### src/rtl/btn_debounce_pulse.sv
// btn_debounce_pulse
// Cleans a raw push-button/switch pin: 2-FF synchronizer, counter-based
// stability FSM, registered one-cycle rise/fall pulses and a wrapping press
// counter.
//
// state | meaning
// REL   | stable released
// W_P   | candidate press being timed
// PRS   | stable pressed
// W_R   | candidate release being timed
module btn_debounce_pulse #(
  parameter bit          ACTIVE_LOW = 1'b1,
  parameter int unsigned STABLE_CNT = 4,
  parameter int unsigned CNT_W      = 16,
  parameter int unsigned PCNT_W     = 8
) (
  input  logic              clk,
  input  logic              rst,
  input  logic              btn_raw,
  output logic              btn_level,
  output logic              btn_rise,
  output logic              btn_fall,
  output logic              busy,
  output logic [PCNT_W-1:0] press_cnt
);

  typedef enum logic [1:0] {
    REL = 2'd0,
    W_P = 2'd1,
    PRS = 2'd2,
    W_R = 2'd3
  } state_t;

  // Terminal count: the candidate level has been seen STABLE_CNT times in a row.
  localparam logic [CNT_W-1:0] CNT_LAST = CNT_W'(STABLE_CNT - 1);

  logic              btn_norm;
  logic              s1_q, s2_q;
  state_t            state_q, state_d;
  logic [CNT_W-1:0]  cnt_q, cnt_d;
  logic              level_q, level_d;
  logic              rise_q, rise_d;
  logic              fall_q, fall_d;
  logic              busy_q, busy_d;
  logic [PCNT_W-1:0] pcnt_q, pcnt_d;

  assign btn_norm = ACTIVE_LOW ? ~btn_raw : btn_raw;

  // Two-stage synchronizer for the asynchronous pin; only s2_q feeds the FSM.
  always_ff @(posedge clk) begin
    if (rst) begin
      s1_q <= 1'b0;
      s2_q <= 1'b0;
    end else begin
      s1_q <= btn_norm;
      s2_q <= s1_q;
    end
  end

  // State, timer and all outputs are registered; a reset mid-wait drops the candidate.
  always_ff @(posedge clk) begin
    if (rst) begin
      state_q <= REL;
      cnt_q   <= '0;
      level_q <= 1'b0;
      rise_q  <= 1'b0;
      fall_q  <= 1'b0;
      busy_q  <= 1'b0;
      pcnt_q  <= '0;
    end else begin
      state_q <= state_d;
      cnt_q   <= cnt_d;
      level_q <= level_d;
      rise_q  <= rise_d;
      fall_q  <= fall_d;
      busy_q  <= busy_d;
      pcnt_q  <= pcnt_d;
    end
  end

  // Next-state logic; any flip during a wait falls back to the stable state so
  // the timer never accumulates across a bounce.
  always_comb begin
    state_d = state_q;
    cnt_d   = cnt_q;
    level_d = level_q;
    rise_d  = 1'b0;
    fall_d  = 1'b0;
    pcnt_d  = pcnt_q;
    case (state_q)
      REL: begin
        if (s2_q) begin
          state_d = W_P;
          cnt_d   = '0;
        end
      end
      W_P: begin
        if (!s2_q) begin
          state_d = REL;
        end else if (cnt_q == CNT_LAST) begin
          state_d = PRS;
          level_d = 1'b1;
          rise_d  = 1'b1;
          pcnt_d  = pcnt_q + PCNT_W'(1);
        end else begin
          cnt_d = cnt_q + CNT_W'(1);
        end
      end
      PRS: begin
        if (!s2_q) begin
          state_d = W_R;
          cnt_d   = '0;
        end
      end
      W_R: begin
        if (s2_q) begin
          state_d = PRS;
        end else if (cnt_q == CNT_LAST) begin
          state_d = REL;
          level_d = 1'b0;
          fall_d  = 1'b1;
        end else begin
          cnt_d = cnt_q + CNT_W'(1);
        end
      end
      default: begin
        state_d = REL;
      end
    endcase
    busy_d = (state_d == W_P) || (state_d == W_R);
  end

  assign btn_level = level_q;
  assign btn_rise  = rise_q;
  assign btn_fall  = fall_q;
  assign busy      = busy_q;
  assign press_cnt = pcnt_q;

endmodule

### config.mk
export PLATFORM = sky130hd
export DESIGN_NAME = btn_debounce_pulse
export DESIGN_NICKNAME = d
export VERILOG_FILES = /design/src/rtl/btn_debounce_pulse.sv
export SDC_FILE = /design/constraint.sdc
export NUM_CORES = 1
export LEC_CHECK = 0
export ABC_AREA = 1
export CAP_MARGIN = 20
export CORE_MARGIN = 2
export CORE_UTILIZATION = 40
export DETAILED_ROUTE_END_ITERATION = 6
export SYNTH_ARGS = -nofsm -noshare
export SYNTH_HDL_FRONTEND = slang
export SYNTH_SLANG_ARGS = --single-unit
### constraint.sdc
create_clock -name clk -period 1.4 [get_ports clk]
set_input_delay 0.21 -clock clk [delete_from_list [all_inputs] [get_ports clk]]
set_output_delay 0.21 -clock clk [all_outputs]
set_load 0.01 [all_outputs]
==> Word-level counts from Yosys, hierarchy flattened <==
Cells that the tools add are included.
{ "totals": {"ff_bits": 32, "inputBits": 3, "elab_cells": 54} }
{ "op_classes": {"n_reduce_logical": 8, "n_mux": 19, "eq_ne": 12, "n_addsub": 2, "n_bitwise": 4} }
{ "op_table": {"columns": ["op", "n"], "rows": [
  ["2-to-1 mux 16 bit", 5],
  ["case mux 16 bit (4 select lines)", 1],
  ["adder 16 x 1 -> 16 bit (second input constant)", 1],
  ["== test 16 x 2 -> 1 bit (second input constant)", 1],
  ["2-to-1 mux 2 bit", 6],
  ["!= test 2 bit (second input constant)", 6],
  ["adder 8 x 1 -> 8 bit (second input constant)", 1],
  ["case mux 2 bit (4 select lines)", 1],
  ["== test 2 bit (second input constant)", 3],
  ["OR reduction 3 bit", 2],
  ["2-to-1 mux 1 bit", 5],
  ["AND reduction 5 bit", 1],
  ["== test 2 x 1 -> 1 bit (second input constant)", 2],
  ["NOT 1 bit", 4],
  ["AND reduction 4 bit", 1],
  ["AND reduction 3 bit", 1],
  ["logical NOT 2 bit", 1],
  ["case mux 1 bit (2 select lines)", 1],
  ["nonzero test 2 bit", 1],
  ["logical OR 1 bit", 1]
]} }

==> Logic depth before layout (Yosys ltp) <==
Gate-level depths: netlist of run 1.
{ "depth": {"word_depth": 6, "mapped_depth": 10} }

==> Worst setup path before layout of run 1 <==
No wires, ideal clock.
{ "synth_path": {"kind": "flip-flop to flip-flop", "startpoint": "reg cnt_q[0]", "endpoint": "reg cnt_q[0]", "setup_ps": 116, "path_stages_with_launch": 11, "path_slack_ps": -79, "arrival_ps": 1363, "cell_sequence": "dfxtp_1 -> ha_1 -> inv_2 -> nor2_1 -> nand2_1 -> nor2_4 -> nand3_4 -> nand2_2 -> inv_1 -> nor2_1 -> nor2_1"} }
{ "synth_between": {"elab_chain_len": 4, "word_cells_on_any_way": 6, "classes_between": "1 x add/sub; 1 x eq/ne; 4 x mux"} }
{ "synth_lines": {"columns": ["element", "line_no", "rtl"], "rows": [
  ["start, declared", "40", "logic [CNT_W-1:0] cnt_q, cnt_d;"],
  ["start signal, assigned", "72", "cnt_q <= cnt_d;"],
  ["adder 16 x 1 -> 16 bit or == test 16 x 2 -> 1 bit (tied branches)", null, null],
  ["2-to-1 mux 16 bit *", "100, 118", null],
  ["2-to-1 mux 16 bit (on tied branches)", "116, 98", null],
  ["case mux 16 bit (4 select lines) *", "90", "case (state_q)"]
]} }
Mark *: on every way between the ends. The rest lies on a longest branch, timed or not. The select of a mux whose other input is x is not followed.
A chain may end at the register's enable or synchronous reset.

==> Final worst setup path of run 1 <==
{ "layout_path": {"startpoint": "reg cnt_q[1]", "endpoint": "reg cnt_q[12]"} }
Same word-level chain as after synthesis.

==> out/qor.tcl, run 1 <==
set qor(holdPathStages) 2
set qor(rsz_0062_raised_after_global_routing) {yes}
set qor(ys_top_cells_by_count) {sky130_fd_sc_hd__nor2_1 (61), sky130_fd_sc_hd__nand2_1 (58), sky130_fd_sc_hd__dfxtp_1 (32), sky130_fd_sc_hd__inv_1 (27), sky130_fd_sc_hd__nand3_1 (20)}
set qor(post_drt_wl_per_cell_um) 11.7
set qor(syn_nets) 256
set qor(power_per_cell_area_nw_per_um2) 802
set qor(postRouteWirelength_mm) 4.16
set qor(setup_slack_ns) -0.0678
set qor(post_layout_nets) 310
set qor(grtUsageTotal_pct) 19.0
set qor(cp_num_buf_inv) 3
set qor(worstPathMaxFanout) 5
set qor(netlist_instances) 251
set qor(placeableCoreArea_sq_um) 4000
set qor(global_routing_met3_resource_utilization_pct) 5.43
set qor(synth_top_area_cell) {sky130_fd_sc_hd__dfxtp_1}
set qor(port_buffers) 14
set qor(post_route_cells_drive_above_1_share_pct) 24.2
set qor(post_synth.cell_area_avg_sq_um) 6.58
set qor(drt_drc_violations_left) 0
set qor(final.hold.worst_slack_ns) 0.431
set qor(violated_checks) {setup timing}
set qor(initial_antenna_violation_count) 0
set qor(critical_path_required_ns) 1.59
set qor(hpwl_mm) 2.79
set qor(n_antenna_cell) 0
set qor(met1_usage_pct) 24.2
set qor(ctsLongestPathBuffers) 2
set qor(utilization_pct) 58.6
set qor(status) {finished, violations left}
set qor(placedCellCount) 341
set qor(sequential_area_share_after_synthesis_pct) 38.8
set qor(grt_start_max_net_pins) 16
set qor(layoutNonFillerInstCount) 356
set qor(synth_enable_flop_cells) 0
set qor(cts-htree-levels) 2
set qor(async_reset_ff_share_pct) 0
set qor(grt-ovfl-total) 0
set qor(synth_most_common_cell) {sky130_fd_sc_hd__nor2_1}
set qor(cts_root_buffer) {sky130_fd_sc_hd__clkbuf_8}
set qor(slew_violations) 0
set qor(setup_viol) 21
set qor(largest_cells_by_area_after_synthesis) {sky130_fd_sc_hd__dfxtp_1 (39%), sky130_fd_sc_hd__nor2_1 (14%), sky130_fd_sc_hd__nand2_1 (13%)}
set qor(final.setup.tns_ns) -0.799
set qor(setup.worst_path.end_class) {register}
set qor(mappedNetlistArea_sq_um) 1650
set qor(vdd_drop_max_uv) 567
set qor(max-cap-violations) 0
set qor(core.rowCount) 23
set qor(first_pass_grt_wire_length_mm) 6.52
set qor(fmaxAchievable_ghz) 0.681
set qor(areaGrowthSynthToFinish_pct) 42.0
set qor(timing.critical_path.depth) 11
set qor(drt_first_pass_iters) 4
set qor(timing.critical_path.from_type) {register}
set qor(clock_buffer_count_from_cts) 5
set qor(post-synth-top-area-fraction_pct) 38.8
set qor(groute.layer.met2.usage_pct) 30.1
set qor(initial_utilization_pct) 41.3
set qor(drt_first_iter_violations) 85
set qor(yosys.cell_types.count) 27
set qor(gp_congestion) 0.848
set qor(path_clk_slew_ns) 0.07
set qor(first_global_vias) 1478
set qor(number_of_vias_in_the_routed_layout) 1683
set qor(total_leakage_power_nw) 1.05
set qor(path_cells) {ha_4, inv_2, nor2_2, nand2_2, nor2_4, buf_4, nand3_4, nand4_1, nand2_1, inv_1, nor2_1}
set qor(largest_delay_share_family_worst_path) {simple AND/OR/NAND/NOR gates}
set qor(final_antenna_net_count) 0
set qor(holdCritPathClass) {in -> reg}
set qor(crit_slowest_cell) {sky130_fd_sc_hd__dfxtp_2}
set qor(postSynth.topFlopCell) {sky130_fd_sc_hd__dfxtp_1}
set qor(min_period_over_period_pct) 105
set qor(area_enclosed_by_the_die_boundary_sq_um) 4660
set qor(critical_path.max_stage_delay_ns) 0.35
set qor(timing.slew.headroom_pct) 73.7
set qor(insertion_delay_of_the_later_clocked_pin_in_the_worst_skew_pair_ns) 0.29
set qor(top_usage_layer) {met2}
set qor(clock-skew-final_ns) 0.00508
set qor(layout_min_cycle_time_ns) 1.47
set qor(cp.arrival_ns) 1.65
set qor(timing.setup.critical_path_class) {reg -> reg}
set qor(timing_hold_violations_final) 0
set qor(yosys_warnings) 0
set qor(fp.dieH_um) 68.3
set qor(ys_ff_latch) 32
set qor(detail_route.vias_per_cell) 4.73
set qor(dieWidth_um) 68.3
set qor(cts_tree) {yes}
set qor(tritoncts_num_sinks) 32
set qor(io_pins) 15
set qor(transition_at_the_pin_with_the_smallest_max_transition_slack_ns) 0.394
set qor(r2r.worst_path.cells) 11
set qor(r2r_slack_ns) -0.07
## cells by family after synthesis
family,after synthesis,synth area share (%)
XOR/XNOR,6,3.18
adder cells (fa/ha/maj),2,1.51
AO/OA/AOI/OAI,20,6.74
buffers and inverters,34,8.41
AND/OR/NAND/NOR,157,41.4
flip-flops,32,38.8
## power breakdown
part / internal (mW) / leakage [nW] / switching (mW)
Clock: 0.528 / 0.0552 / 0.358
Combinational: 0.0276 / 0.729 / 0.0450
Sequential: 0.916 / 0.261 / 0.00647
## registers in the layout, indices dropped and copies added (netlist names)
register	count
btn_fall	1
s1_q	1
btn_level	1
press_cnt	8
busy	1
s2_q	1
cnt_q	16
btn_rise	1
state_q	2
## final timing paths
| kind | start | end |
|---|---|---|
| worst max-delay path | cnt_q[1] | cnt_q[12] |
| worst min-delay path | btn_raw | s1_q |
| worst max register to register | cnt_q[1] | cnt_q[12] |
| worst min register to register | s1_q | s2_q |
## per-stage QoR
step | total power, mW | instance area, sq um | setup WS, ns
floorplan | 0.978 | 1670 | 0.0202
global placement | 1.01 | 2080 | -0.127
detailed placement | 1.01 | 2080 | -0.157
CTS | 1.90 | 2230 | -0.0637
global route | 1.94 | 2350 | -0.181
finish | 1.88 | 2350 | -0.0678
## worst register-to-register path: stages, from the launching register on
cell                      delay, ns
sky130_fd_sc_hd__dfxtp_2       0.35
sky130_fd_sc_hd__ha_4          0.16
sky130_fd_sc_hd__inv_2         0.04
sky130_fd_sc_hd__nor2_2        0.09
sky130_fd_sc_hd__nand2_2       0.07
sky130_fd_sc_hd__nor2_4        0.15
sky130_fd_sc_hd__buf_4         0.17
sky130_fd_sc_hd__nand3_4       0.11
sky130_fd_sc_hd__nand4_1       0.12
sky130_fd_sc_hd__nand2_1       0.05
sky130_fd_sc_hd__inv_1         0.05
sky130_fd_sc_hd__nor2_1        0.03
## routing by layer
metal	part of all wire [%]	wire length (um)
met2	46	1920
met3	3.9	163
met5	0	0
met1	49	2020
met4	1.3	56
## cells in the final DEF (no fill, tap or decap), drive strengths merged
cell           instances
o22ai                  1
dfxtp                 32
bufinv                 1
dlymetal6s2s           1
buf                   35
nand2                 59
o21ai                  5
clkdlybuf4s50          5
xor2                   6
a21oi                 13
o21bai                 1
nor3                   1
nor4                   1
clkinv                 2
inv                   28
nor2                  64
nand3b                 4
ha                     2
dlygate4sd2            8
nand4                  6
clkbuf                 6
nand3                 25
## repair_timing
item / CTS / global route
setup endpoints to repair: 32 / 31
resized for setup: 18 / 16
pin swaps: 1 / 3
cloned: 1 / 2
setup buffers: 2 / 2
hold buffers: 0 / 0
## layout make-up
cell class                 instances  area, sq um
tap                               50         62.6
fill                             376         1650
multi-input combinational        188         1000
inverter                          29          111
sequential                        32          648
clock inverter                     2         35.0
timing repair buffer              49          412
clock buffer                       6         72.6
No activity file was read; power rests on OpenSTA's default activity.
==> run 2, diff against run 1 <==
- ABC_AREA: 1 -> 0
- REMOVE_ABC_BUFFERS: default -> 1
==> run 2 against run 1 <==
  * The run still ends with setup timing left
  * Largest cell class unchanged
  * Cell count down 21%
  * Hold slack worse by 0.083 ns
  * Synthesized cell count decreased by 35%
  * First-iteration DRC count down 20%
  * Combinational power is 26% higher
  * Routed wire length rose by 1.5%
  * Sequential share of layout area rose by 0.32 points
  * Non-clock buffer count up 21
  * Sequential power down 0.8%
  * Total power is 8.5% lower
  * Clock skew grew 0.0054 ns
  * Die area down 11%
==> out/qor.tcl, run 2 <==
set qor(crit_slowest_cell) {sky130_fd_sc_hd__or4_4}
set qor(postSynth.topFlopCell) {sky130_fd_sc_hd__dfxtp_1}
set qor(insertion_delay_of_the_later_clocked_pin_in_the_worst_skew_pair_ns) 0.36
set qor(placedCellCount) 254
set qor(clock-skew-final_ns) 0.0105
set qor(cts-htree-levels) 2
set qor(yosys.area_share.simple_pct) 28.7
set qor(mostFrequentLayoutCells) {sky130_fd_sc_hd__buf_4 (42), sky130_fd_sc_hd__dfxtp_1 (18), sky130_fd_sc_hd__nor2_1 (13), sky130_fd_sc_hd__buf_6 (13), sky130_fd_sc_hd__dlygate4sd2_1 (11)}
set qor(slew_violations) 0
set qor(regMostFlops) {cnt_q}
set qor(final_antenna_net_count) 0
set qor(synth-compound-area-share_pct) 13.4
set qor(post_synth.cell_area_avg_sq_um) 8.93
set qor(synth.mux.area_fraction_pct) 2.90
set qor(drt_first_pass_iters) 4
set qor(drt_first_iter_violations) 68
set qor(critical_path_required_ns) 1.70
set qor(layout.cell_area.non_filler_sq_um) 2390
set qor(power_per_cell_area_nw_per_um2) 720
set qor(synth_most_common_cell) {sky130_fd_sc_hd__dfxtp_1}
set qor(r2r.worst_path.cells) 5
set qor(post-synth-top-area-fraction_pct) 43.7
set qor(detail_route.vias_per_cell) 5.48
set qor(cts_tree) {yes}
set qor(largest_cells_by_area_after_synthesis) {sky130_fd_sc_hd__dfxtp_1 (44%), sky130_fd_sc_hd__a21oi_1 (4.8%), sky130_fd_sc_hd__o31ai_1 (4.6%)}
set qor(number_of_vias_in_the_routed_layout) 1535
set qor(gp_congestion) 0.791
set qor(initial_utilization_pct) 42.9
set qor(hpwl_mm) 2.50
set qor(cp.arrival_ns) 2.06
set qor(timing.slew.headroom_pct) 64.8
set qor(synth_top_area_cell) {sky130_fd_sc_hd__dfxtp_1}
set qor(port_buffers) 14
set qor(yosys_warnings) 0
set qor(rsz_0062_raised_after_global_routing) {yes}
set qor(total_power_mw) 1.72
set qor(area_enclosed_by_the_die_boundary_sq_um) 4160
set qor(ys_top_cells_by_count) {sky130_fd_sc_hd__dfxtp_1 (32), sky130_fd_sc_hd__a21oi_1 (14), sky130_fd_sc_hd__nor2_1 (13)}
set qor(holdPathStages) 2
set qor(path_clk_slew_ns) 0.10
set qor(critical_path.max_stage_delay_ns) 0.48
set qor(min_from) {btn_raw}
set qor(total_leakage_power_nw) 1.01
set qor(post_drt_wl_per_cell_um) 15.1
set qor(max-cap-violations) 0
set qor(cts_root_buffer) {sky130_fd_sc_hd__clkbuf_4}
set qor(post_layout_nets) 238
set qor(io_pins) 15
set qor(clock_buffer_count_from_cts) 5
set qor(timing.setup.critical_path_class) {reg -> reg}
set qor(first_global_vias) 1542
set qor(critical_path.reg2reg.startpoint) {cnt_q[11]}
set qor(layoutNonFillerInstCount) 280
set qor(placeableCoreArea_sq_um) 3420
set qor(first_pass_grt_wire_length_mm) 7.02
set qor(synth_enable_flop_cells) 0
set qor(synth_top_family_by_area) {simple AND/OR/NAND/NOR gates}
set qor(setup.worst_path.end_class) {register}
set qor(final.hold.worst_slack_ns) 0.348
set qor(core.rowCount) 21
set qor(netlist_instances) 164
set qor(postRouteWirelength_mm) 4.23
set qor(largest_register_ff_count) 16
set qor(n_antenna_cell) 0
set qor(async_reset_ff_share_pct) 0
set qor(worstPathMaxFanout) 7
set qor(drt_drc_violations_left) 0
set qor(number_of_hold_buffers_added_after_cts) 0
set qor(r2r-end) {press_cnt[4]}
set qor(fp.dieH_um) 64.5
set qor(cp_num_buf_inv) 1
set qor(status) {finished, violations left}
set qor(sequential_area_share_after_synthesis_pct) 43.7
set qor(setup_slack_ns) -0.355
set qor(grt_start_max_net_pins) 15
set qor(hold_end) {s1_q}
set qor(transition_at_the_pin_with_the_smallest_max_transition_slack_ns) 0.527
set qor(setup_viol) 25
set qor(vdd_drop_max_uv) 826
set qor(tritoncts_num_sinks) 32
set qor(layout_min_cycle_time_ns) 1.76
set qor(ys_ff_latch) 32
set qor(utilization_pct) 70.0
set qor(dieWidth_um) 64.5
set qor(grt-ovfl-total) 0
set qor(mappedNetlistArea_sq_um) 1470
set qor(yosys.cell_types.count) 37
set qor(instance_area_after_placement_sq_um) 1910
set qor(grtUsageTotal_pct) 21.9
set qor(timing_hold_violations_final) 0
set qor(post_route_cells_drive_above_1_share_pct) 49.6
set qor(violated_checks) {setup timing}
set qor(timing.critical_path.from_type) {register}
set qor(yosys.area_share.adder_pct) 1.71
set qor(min_period_over_period_pct) 125
set qor(initial_antenna_violation_count) 0
set qor(path_cells) {nor4_1, nand4_1, buf_6, or4_4, a21oi_2}
set qor(ctsLongestPathBuffers) 2
set qor(largest_delay_share_family_worst_path) {simple AND/OR/NAND/NOR gates}
set qor(areaGrowthSynthToFinish_pct) 63.2
set qor(fmaxAchievable_ghz) 0.570
set qor(r2r_slack_ns) -0.36
set qor(holdCritPathClass) {in -> reg}
set qor(synth_xor_area_share_pct) 4.78
set qor(final_common_cell) {sky130_fd_sc_hd__buf_4}
==> run 2: through the flow <==
| stage | setup TNS [ns] | worst slack (ns) |
|---|---|---|
| after floorplan | -10.91 | -0.711 |
| after global placement | -5.39 | -0.430 |
| after detailed placement | -6.89 | -0.553 |
| after CTS | -4.69 | -0.311 |
| after global routing | -7.54 | -0.450 |
| final | -5.50 | -0.355 |
==> run 2: layer usage <==
metal  up-vias  routed length (um)  track usage (%)
met5         -                   0                0
met4         0                 147             10.4
met3        14                 205             7.81
met2        44                2190             37.2
met1       735                1680             24.4
li1        742                   -                -
==> run 2: worst max-delay path by stage <==
stage / from / end / slack (ns) / cells past startpoint
detailed placement: cnt_q[1] / press_cnt[7] / -0.55 / 6
CTS: cnt_q[1] / press_cnt[4] / -0.31 / 6
finish: cnt_q[11] / press_cnt[4] / -0.36 / 5
floorplan: cnt_q[0] / press_cnt[5] / -0.71 / 5
global route: cnt_q[0] / press_cnt[4] / -0.45 / 6
global placement: cnt_q[0] / press_cnt[7] / -0.43 / 6
==> run 2: final cells by class <==
cell class                 instances  area [sq um]
clock buffer                       6          41.3
tap                               46          57.6
inverter                           6          22.5
multi-input combinational        118           973
timing repair buffer              70           593
sequential                        32           668
fill                             274          1020
clock inverter                     2          35.0
==> run 2: report_power, final <==
group	leakage [nW]	total, mW	switching (mW)	internal (mW)
Clock	0.0422	0.715	0.341	0.374
Combinational	0.702	0.0915	0.0505	0.0410
Sequential	0.267	0.915	0.00505	0.910
Total	1.01	1.72	0.397	1.32
==> run 2: repair_timing <==
item	CTS	global route
cloned	2	0
endpoints found under the hold margin	0	0
pin swaps	22	16
gates resized for setup	53	29
setup endpoints to repair	37	31
buffers inserted	10	9
==> run 2: logic make-up after synthesis <==
| family | Yosys count |
|---|---|
| simple gates | 71 |
| compound gates | 32 |
| flops | 32 |
| buf+inv | 15 |
| xor+xnor | 8 |
| mux | 4 |
| fa+ha+maj | 2 |
